==> config.mk <==
export PLATFORM = sky130hd
export DESIGN_NAME = io_mmio_flat
export DESIGN_NICKNAME = d
export VERILOG_FILES = /design/src/rtl/io_mmio_if.sv /design/src/rtl/io_mmio.sv /design/src/flat_wrapper.sv
export SDC_FILE = /design/constraint.sdc
export NUM_CORES = 1
export LEC_CHECK = 0
export BUFFER_PORTS_ARGS = -buffer_cell sky130_fd_sc_hd__clkbuf_2
export CAP_MARGIN = 20
export CORE_ASPECT_RATIO = 0.6
export CORE_MARGIN = 5
export CORE_UTILIZATION = 29
export CTS_BUF_LIST = sky130_fd_sc_hd__clkbuf_4 sky130_fd_sc_hd__clkbuf_8
export DETAILED_ROUTE_END_ITERATION = 16
export PLACE_DENSITY = 0.77
export SETUP_SLACK_MARGIN = 0.5
export SYNTH_ARGS = -nofsm -noshare
export SYNTH_HDL_FRONTEND = slang
export SYNTH_SLANG_ARGS = --single-unit
==> constraint.sdc <==
create_clock -name Clock -period 1.1 [get_ports Clock]
set_clock_uncertainty 0.15 [all_clocks]
set_input_delay 0.165 -clock Clock [delete_from_list [all_inputs] [get_ports Clock]]
set_output_delay 0.165 -clock Clock [all_outputs]
set_load 0.05 [all_outputs]
==> src/rtl/io_mmio_if.sv <==
// rtl/io_mmio_if.sv - CPU-side IO bus and UART byte handshakes for io_mmio
// Purpose: bundles the load/store bus from MemControl and the UART TX/RX
//          byte handshakes into one interface.
// Modports:
//   slave  - io_mmio side: takes A, Io_trans, Io_recv, WriteData, InstrValid,
//            UARTTxDataInReady, UARTRxDataOutValid, UARTRxDataOut;
//            drives IoReadData, UARTTxDataInValid, UARTTxDataIn,
//            UARTRxDataOutReady.
//   master - CPU/UART side, the same signals in the opposite directions.
interface io_mmio_if;
  logic [31:0] A;
  logic [3:0]  Io_trans;
  logic        Io_recv;
  logic [31:0] WriteData;
  logic        InstrValid;
  logic [31:0] IoReadData;
  logic        UARTTxDataInValid;
  logic [7:0]  UARTTxDataIn;
  logic        UARTTxDataInReady;
  logic        UARTRxDataOutValid;
  logic [7:0]  UARTRxDataOut;
  logic        UARTRxDataOutReady;

  modport slave (
    input  A, Io_trans, Io_recv, WriteData, InstrValid,
    input  UARTTxDataInReady, UARTRxDataOutValid, UARTRxDataOut,
    output IoReadData, UARTTxDataInValid, UARTTxDataIn, UARTRxDataOutReady
  );

  modport master (
    output A, Io_trans, Io_recv, WriteData, InstrValid,
    output UARTTxDataInReady, UARTRxDataOutValid, UARTRxDataOut,
    input  IoReadData, UARTTxDataInValid, UARTTxDataIn, UARTRxDataOutReady
  );
endinterface

==> src/rtl/io_mmio.sv <==
// rtl/io_mmio.sv - memory-mapped IO block: UART TX/RX registers and counters
// Purpose: decodes CPU IO loads/stores on A[7:2] into a UART status register,
//          an RX data port, a 1-entry TX holding register and two optional
//          32-bit counters (cycles, retired instructions).
// Ports:
//   Clock - system clock
//   Reset - synchronous, active-high reset
//   bus   - io_mmio_if.slave (address/data/strobes, UART TX/RX handshakes)
// Configuration:
//   IO_COUNTERS_EN - when defined, builds the cycle and instruction counters
//                    (0x10/0x14, cleared by any write to 0x18). When
//                    undefined, 0x10/0x14 read 0 and 0x18 writes do nothing.
module io_mmio (
  input logic       Clock,
  input logic       Reset,
  io_mmio_if.slave  bus
);

  localparam logic [5:0] OFF_STATUS = 6'h00; // 0x00
  localparam logic [5:0] OFF_RXDATA = 6'h01; // 0x04
  localparam logic [5:0] OFF_TXDATA = 6'h02; // 0x08
  localparam logic [5:0] OFF_CYCLE  = 6'h04; // 0x10
  localparam logic [5:0] OFF_INSTR  = 6'h05; // 0x14
  localparam logic [5:0] OFF_CLEAR  = 6'h06; // 0x18

  typedef enum logic {TX_IDLE = 1'b0, TX_FULL = 1'b1} tx_state_t;

  tx_state_t   r_tx_state;
  logic [7:0]  r_tx_data;
  logic [31:0] r_rdata;

  logic [5:0]  w_off;
  logic        w_wr;
  logic        w_rd;
  logic        w_tx_load;
  logic [31:0] w_rdata;
  logic [31:0] w_cycle;
  logic [31:0] w_instr;

  assign w_off = bus.A[7:2];
  // Bus strobes are masked by Reset so nothing is decoded while in reset.
  assign w_wr  = !Reset && (bus.Io_trans != 4'b0000);
  assign w_rd  = !Reset && bus.Io_recv;

  // A TX load is only accepted in IDLE; the emptying handshake only happens
  // in FULL, so the two can never coincide.
  assign w_tx_load = w_wr && (w_off == OFF_TXDATA) && bus.Io_trans[0];

  always_ff @(posedge Clock) begin
    if (Reset) begin
      r_tx_state <= TX_IDLE;
      r_tx_data  <= 8'h00;
    end else begin
      case (r_tx_state)
        TX_IDLE: begin
          if (w_tx_load) begin
            r_tx_data  <= bus.WriteData[7:0];
            r_tx_state <= TX_FULL;
          end
        end
        TX_FULL: begin
          if (bus.UARTTxDataInReady) begin
            r_tx_state <= TX_IDLE;
          end
        end
        default: r_tx_state <= TX_IDLE;
      endcase
    end
  end

  assign bus.UARTTxDataInValid = (r_tx_state == TX_FULL);
  assign bus.UARTTxDataIn      = r_tx_data;

  // Consume the RX byte in the same cycle as the load that captures it.
  assign bus.UARTRxDataOutReady = w_rd && (w_off == OFF_RXDATA) && bus.UARTRxDataOutValid;

`ifdef IO_COUNTERS_EN
  logic [31:0] r_cyc;
  logic [31:0] r_instr;
  logic        w_clear;

  assign w_clear = w_wr && (w_off == OFF_CLEAR);

  always_ff @(posedge Clock) begin
    if (Reset || w_clear) begin
      r_cyc   <= 32'h0;
      r_instr <= 32'h0;
    end else begin
      r_cyc <= r_cyc + 32'h1;
      if (bus.InstrValid) begin
        r_instr <= r_instr + 32'h1;
      end
    end
  end

  assign w_cycle = r_cyc;
  assign w_instr = r_instr;
`else
  assign w_cycle = 32'h0;
  assign w_instr = 32'h0;
`endif

  // Read mux sees the pre-update register values, so a counter read returns
  // its value before any same-cycle increment or clear.
  always_comb begin
    w_rdata = 32'h0;
    case (w_off)
      OFF_STATUS: w_rdata = {30'h0, bus.UARTRxDataOutValid, (r_tx_state == TX_IDLE)};
      OFF_RXDATA: w_rdata = {24'h0, bus.UARTRxDataOut};
      OFF_CYCLE:  w_rdata = w_cycle;
      OFF_INSTR:  w_rdata = w_instr;
      default:    w_rdata = 32'h0;
    endcase
  end

  always_ff @(posedge Clock) begin
    if (Reset) begin
      r_rdata <= 32'h0;
    end else if (w_rd) begin
      r_rdata <= w_rdata;
    end
  end

  assign bus.IoReadData = r_rdata;

  // Address bits outside the decode window and the upper store data bits are
  // intentionally ignored.
  logic w_unused;
  assign w_unused = ^{bus.A[31:8], bus.A[1:0], bus.WriteData[31:8], bus.InstrValid};

endmodule

==> src/flat_wrapper.sv <==
// flat-port wrapper written by rule: the top's interface ports become plain ports
module io_mmio_flat 
  (Clock, Reset, bus_A, bus_Io_trans, bus_Io_recv, bus_WriteData, bus_InstrValid, bus_UARTTxDataInReady, bus_UARTRxDataOutValid, bus_UARTRxDataOut, bus_IoReadData, bus_UARTTxDataInValid, bus_UARTTxDataIn, bus_UARTRxDataOutReady);
  io_mmio_if bus_i ();
  input logic Clock;
  input logic Reset;
  input wire logic [$bits(bus_i.A)-1:0] bus_A;
  input wire logic [$bits(bus_i.Io_trans)-1:0] bus_Io_trans;
  input wire logic [$bits(bus_i.Io_recv)-1:0] bus_Io_recv;
  input wire logic [$bits(bus_i.WriteData)-1:0] bus_WriteData;
  input wire logic [$bits(bus_i.InstrValid)-1:0] bus_InstrValid;
  input wire logic [$bits(bus_i.UARTTxDataInReady)-1:0] bus_UARTTxDataInReady;
  input wire logic [$bits(bus_i.UARTRxDataOutValid)-1:0] bus_UARTRxDataOutValid;
  input wire logic [$bits(bus_i.UARTRxDataOut)-1:0] bus_UARTRxDataOut;
  output wire logic [$bits(bus_i.IoReadData)-1:0] bus_IoReadData;
  output wire logic [$bits(bus_i.UARTTxDataInValid)-1:0] bus_UARTTxDataInValid;
  output wire logic [$bits(bus_i.UARTTxDataIn)-1:0] bus_UARTTxDataIn;
  output wire logic [$bits(bus_i.UARTRxDataOutReady)-1:0] bus_UARTRxDataOutReady;
  assign bus_i.A = bus_A;
  assign bus_i.Io_trans = bus_Io_trans;
  assign bus_i.Io_recv = bus_Io_recv;
  assign bus_i.WriteData = bus_WriteData;
  assign bus_i.InstrValid = bus_InstrValid;
  assign bus_i.UARTTxDataInReady = bus_UARTTxDataInReady;
  assign bus_i.UARTRxDataOutValid = bus_UARTRxDataOutValid;
  assign bus_i.UARTRxDataOut = bus_UARTRxDataOut;
  assign bus_IoReadData = bus_i.IoReadData;
  assign bus_UARTTxDataInValid = bus_i.UARTTxDataInValid;
  assign bus_UARTTxDataIn = bus_i.UARTTxDataIn;
  assign bus_UARTRxDataOutReady = bus_i.UARTRxDataOutReady;
  io_mmio u_core (.Clock(Clock), .Reset(Reset), .bus(bus_i));
endmodule
# After elaboration in Yosys (flattened, before gate mapping)
# Index checks and enable logic that the tools add are counted.
word_totals:
  output_inout_bits: 42
  regBits: 41
  inputBits: 82
  elab_cells: 20
classes:
  n_mux: 4
  n_eq_ne: 2
  n_reduce_logical: 10
  bitwise_logic: 1
op_table:
  columns: ["op", "n"]
  rows:
  - ["one-hot mux 8 bit (2 select lines)", 1]
  - ["equality test 6 x 1 -> 1 bit (second input constant)", 1]
  - ["equality test 6 x 2 -> 1 bit (second input constant)", 1]
  - ["logical AND 1 bit", 6]
  - ["zero test 6 bit", 1]
  - ["nonzero test 4 bit", 1]
  - ["two-way mux 1 bit", 2]
  - ["one-hot mux 1 bit (2 select lines)", 1]
  - ["AND reduction 2 bit", 1]
  - ["zero test 1 bit", 1]
  - ["inverter 1 bit", 1]

# Longest topological paths before layout
depth:
  depth_word: 6
  ltp_mapped: 4
  ltp_nobuf: 3

# Least setup slack after synthesis
# OpenSTA, ideal clock, no wires.
synth_timing:
  path_kind: "input -> output"
  from: "input bus_A[7]"
  to: "output bus_UARTRxDataOutReady"
  t_arrival_ps: 2153
  required_time_ps: 785
  cell_stages: 3
  setup_slack_ps: -1368
  cell_sequence: "nor4_4 -> nand3b_1 -> nor4bb_1"
synth_between:
  elab_chain_len: 3
synth_lines:
  columns: ["element", "line", "source"]
  rows:
  - ["start: declaration", "flat_wrapper.sv:7", "input wire logic [$bits(bus_i.A)-1:0] bus_A;"]
  - ["equality test 6 x 1 -> 1 bit", "io_mmio.sv:75", "assign bus.UARTRxDataOutReady = w_rd && (w_off == OFF_RXDATA) && bus.UARTRxDataOutValid;"]
  - ["logical AND 1 bit (2 in a row)", "io_mmio.sv:75", null]
  - ["end: declaration", "flat_wrapper.sv:18", "output wire logic [$bits(bus_i.UARTRxDataOutReady)-1:0] bus_UARTRxDataOutReady;"]
# Every way passes these cells.

# Worst setup path in the final report
# Same ends and word-level chain as after synthesis.

==> results.yml <==
grt:
  grt_start_max_net_pins: 34
  grt_pass1_vias: 795
  grt_first_pass_wirelength_mm: 3.995
  grt_usage: 0.1127
  gr-total-overflow: 0
  antenna_found_initial: 0
worst_setup_path:
  timing.rr.start: "u_core.bus.UARTTxDataInValid"
  critical-path-top-delay-family: "simple AND/OR/NAND/NOR gates"
  slowest_stage: "nor4bb_4"
  worstSetupStartpointType: "input port"
  reg2regPathDepth: 3
  endpoint_kind: "output pin"
  r2r_slack_ps: -80
  cp.required_ps: 780
  crit_chain: "buf_6 > nor4_4 > nand3b_1 > nor4bb_4 > clkbuf_8"
  crit_arrival_ps: 1300
  cpPeakStageDelay_ps: 320
  worstPathMaxFanout: 2
  path_buf_inv: 2
  rr_endpoint: "u_core.bus.UARTTxDataIn[4]"
  worstSetupPathType: "in -> out"
timing:
  finalHoldViolCount: 6
  max_freq_mhz: 620.5
  fin_crit_sh: 1.465
  holdWs_ps: -12.80
  final-setup-viol-count: 12
  fin_ws_ps: -511.6
  finalMaxSlewViolations: 0
  post-route-min-period_ps: 1612
  rsz0062_at_grt: "true"
routing:
  drc: 0
  dr_total_vias: 835
  ant_nets: 0
  vias_per_cell: 4.113
  initialDrtViolationCount: 36
  routed_wl_mm: 2.907
  first_pass_iters: 4
  wire_per_inst_microns: 14.32
clocking:
  clk_latency_ps: 250
  path_clk_slew_ps: 70
  clockBufferDepth: 2
  numCtsBuffers: 3
  cts_tree: "yes"
  cts_root_buf: "clkbuf_8"
  cts_num_sinks: 17
  h-tree-depth: 1
run_status:
  failed_checks: "negative hold slack, negative setup slack"
  status: "finished with violations"
floorplan:
  io_pins: 124
  fp-row-count: 16
  design.core.area_sq_um: 3243
  die_y_microns: 54.94
  die_w_microns: 84.89
  initial_core_util: 0.3009
  die-area_sq_um: 4663
power:
  finalPower_mw: 1.419
  p_leak_nw: 0.7503
  max-vdd-ir-drop_mv: 0.4421
  power_density_nw_per_um2: 786.9
worst_hold_path:
  hold_path.class: "in -> reg"
  min_to: "u_core.bus.UARTTxDataIn[7]"
  whs_path_depth: 3
  min_from: "bus_WriteData[7]"
place:
  place_hpwl_mm: 1.851
  dp_slack_ps: -560.7
  gp_congestion: 0.6918
  portBuffers: 45
synthesis:
  synthesis.instances: 103
  ys_ff_latch: 17
  synth_area_sq_um: 975.9
  yosysSeqAreaShare: 0.3487
  syn_area_per_cell_sq_um: 9.475
  synth-warning-count: 0
  ys_types: 18
cells_and_area:
  diodes: 0
  fillCellCount: 292
  drive_above_1_share: 0.5696
  area_growth_pct: 84.74
  seq_area_sq_um: 404.1
  mostFrequentLayoutCells: "25 x clkbuf_2, 24 x nand2b_1, 24 x conb_1"
  multi_input_area_sq_um: 589.3
  fin_nets: 241
  final_common_cell: "clkbuf_2"
run:
  drv_cap: 0
## cells by family (layout without fill, tap and decap cells)
group | Yosys count | in the layout | share of synthesized area
AO/OA/AOI/OAI | 10 | 10 | 0.08718
buffers and inverters | 35 | 66 | 0.2436
flip-flops | 17 | 17 | 0.3487
multiplexers | 9 | 9 | 0.09231
other | 1 | 24 | 0.003842
AND/OR/NAND/NOR | 31 | 32 | 0.2244
## sequential cells by signal, indices dropped and copies added, names as in the netlist
name / count
u_core.bus.UARTTxDataInValid: 1
u_core.bus.UARTTxDataIn: 8
u_core.bus.IoReadData: 8
## per-stage QoR
stage / instance area [sq um] / hold slack, ps / TNS [ps] / instances / util
detailed placement: 1270 / 261.0 / -6856 / 195 / 0.3916
global placement: 1270 / 252.0 / -5753 / 195 / 0.3916
floorplan: 1144 / 159.1 / -1687 / 126 / -
CTS: 1708 / -16.22 / -1980 / 201 / 0.5266
global route: 1803 / 3.704 / -2604 / 203 / 0.5559
finish: 1803 / -12.80 / -1577 / 203 / 0.5559
## area by class of cell
cell class                      instances  share of cell area
Clock buffer                            3             0.02290
Multi-Input combinational cell         75              0.3269
Inverter                                6             0.01249
Clock inverter                          1            0.002776
Tap cell                               45             0.03123
Sequential cell                        17              0.2242
Timing Repair Buffer                   56              0.3796
## tightest hold or removal path: stages
cell and delay, ps:
clkbuf_2 80, nand2b_1 50, mux2i_1 60
## what timing repair did
action,in CTS,in global routing
pin swaps,2,4
hold endpoints to repair,9,0
setup buffers,1,2
resized for setup,58,15
cloned,1,0
setup endpoints to repair,35,35
## per-layer routing
layer  share of wire  vias to the layer above  track usage
li1                -                      407            -
met4          0.0065                        0      0.01842
met1            0.41                      400       0.1258
met5               0                        -            0
met3           0.053                        2      0.03254
met2            0.53                       26       0.2234
## synth_stat cells
master	instances	area, sq um
nor2_1	1	3.750
buf_4	24	180.2
mux2i_1	9	90.09
nor4bb_1	1	10.01
conb_1	1	3.750
nor4_4	1	21.27
nand2b_1	24	150.1
dfxtp_1	17	340.3
o21ba_1	1	10.01
buf_12	1	20.02
nor2b_1	1	6.260
inv_1	6	22.52
a21oi_1	1	5.000
nand4b_1	1	8.760
o32ai_1	8	70.07
and4_4	1	11.26
clkbuf_1	4	15.01
nand3b_1	1	7.510
## worst max path at each step
stage	from	to	slack [ps]	cells past startpoint
global route	bus_A[7]	bus_UARTRxDataOutReady	-610	5
detailed placement	bus_A[7]	bus_UARTRxDataOutReady	-560	5
floorplan	bus_A[7]	bus_UARTRxDataOutReady	-540	3
finish	bus_A[7]	bus_UARTRxDataOutReady	-510	5
CTS	bus_A[7]	bus_UARTRxDataOutReady	-490	5
global placement	bus_A[7]	bus_UARTRxDataOutReady	-500	5
## where the power goes
part,switching (mW),internal [mW]
registers,0.00234,0.577
clock network,0.222,0.251
logic,0.266,0.0996
Power figures use the tool's default switching activity.
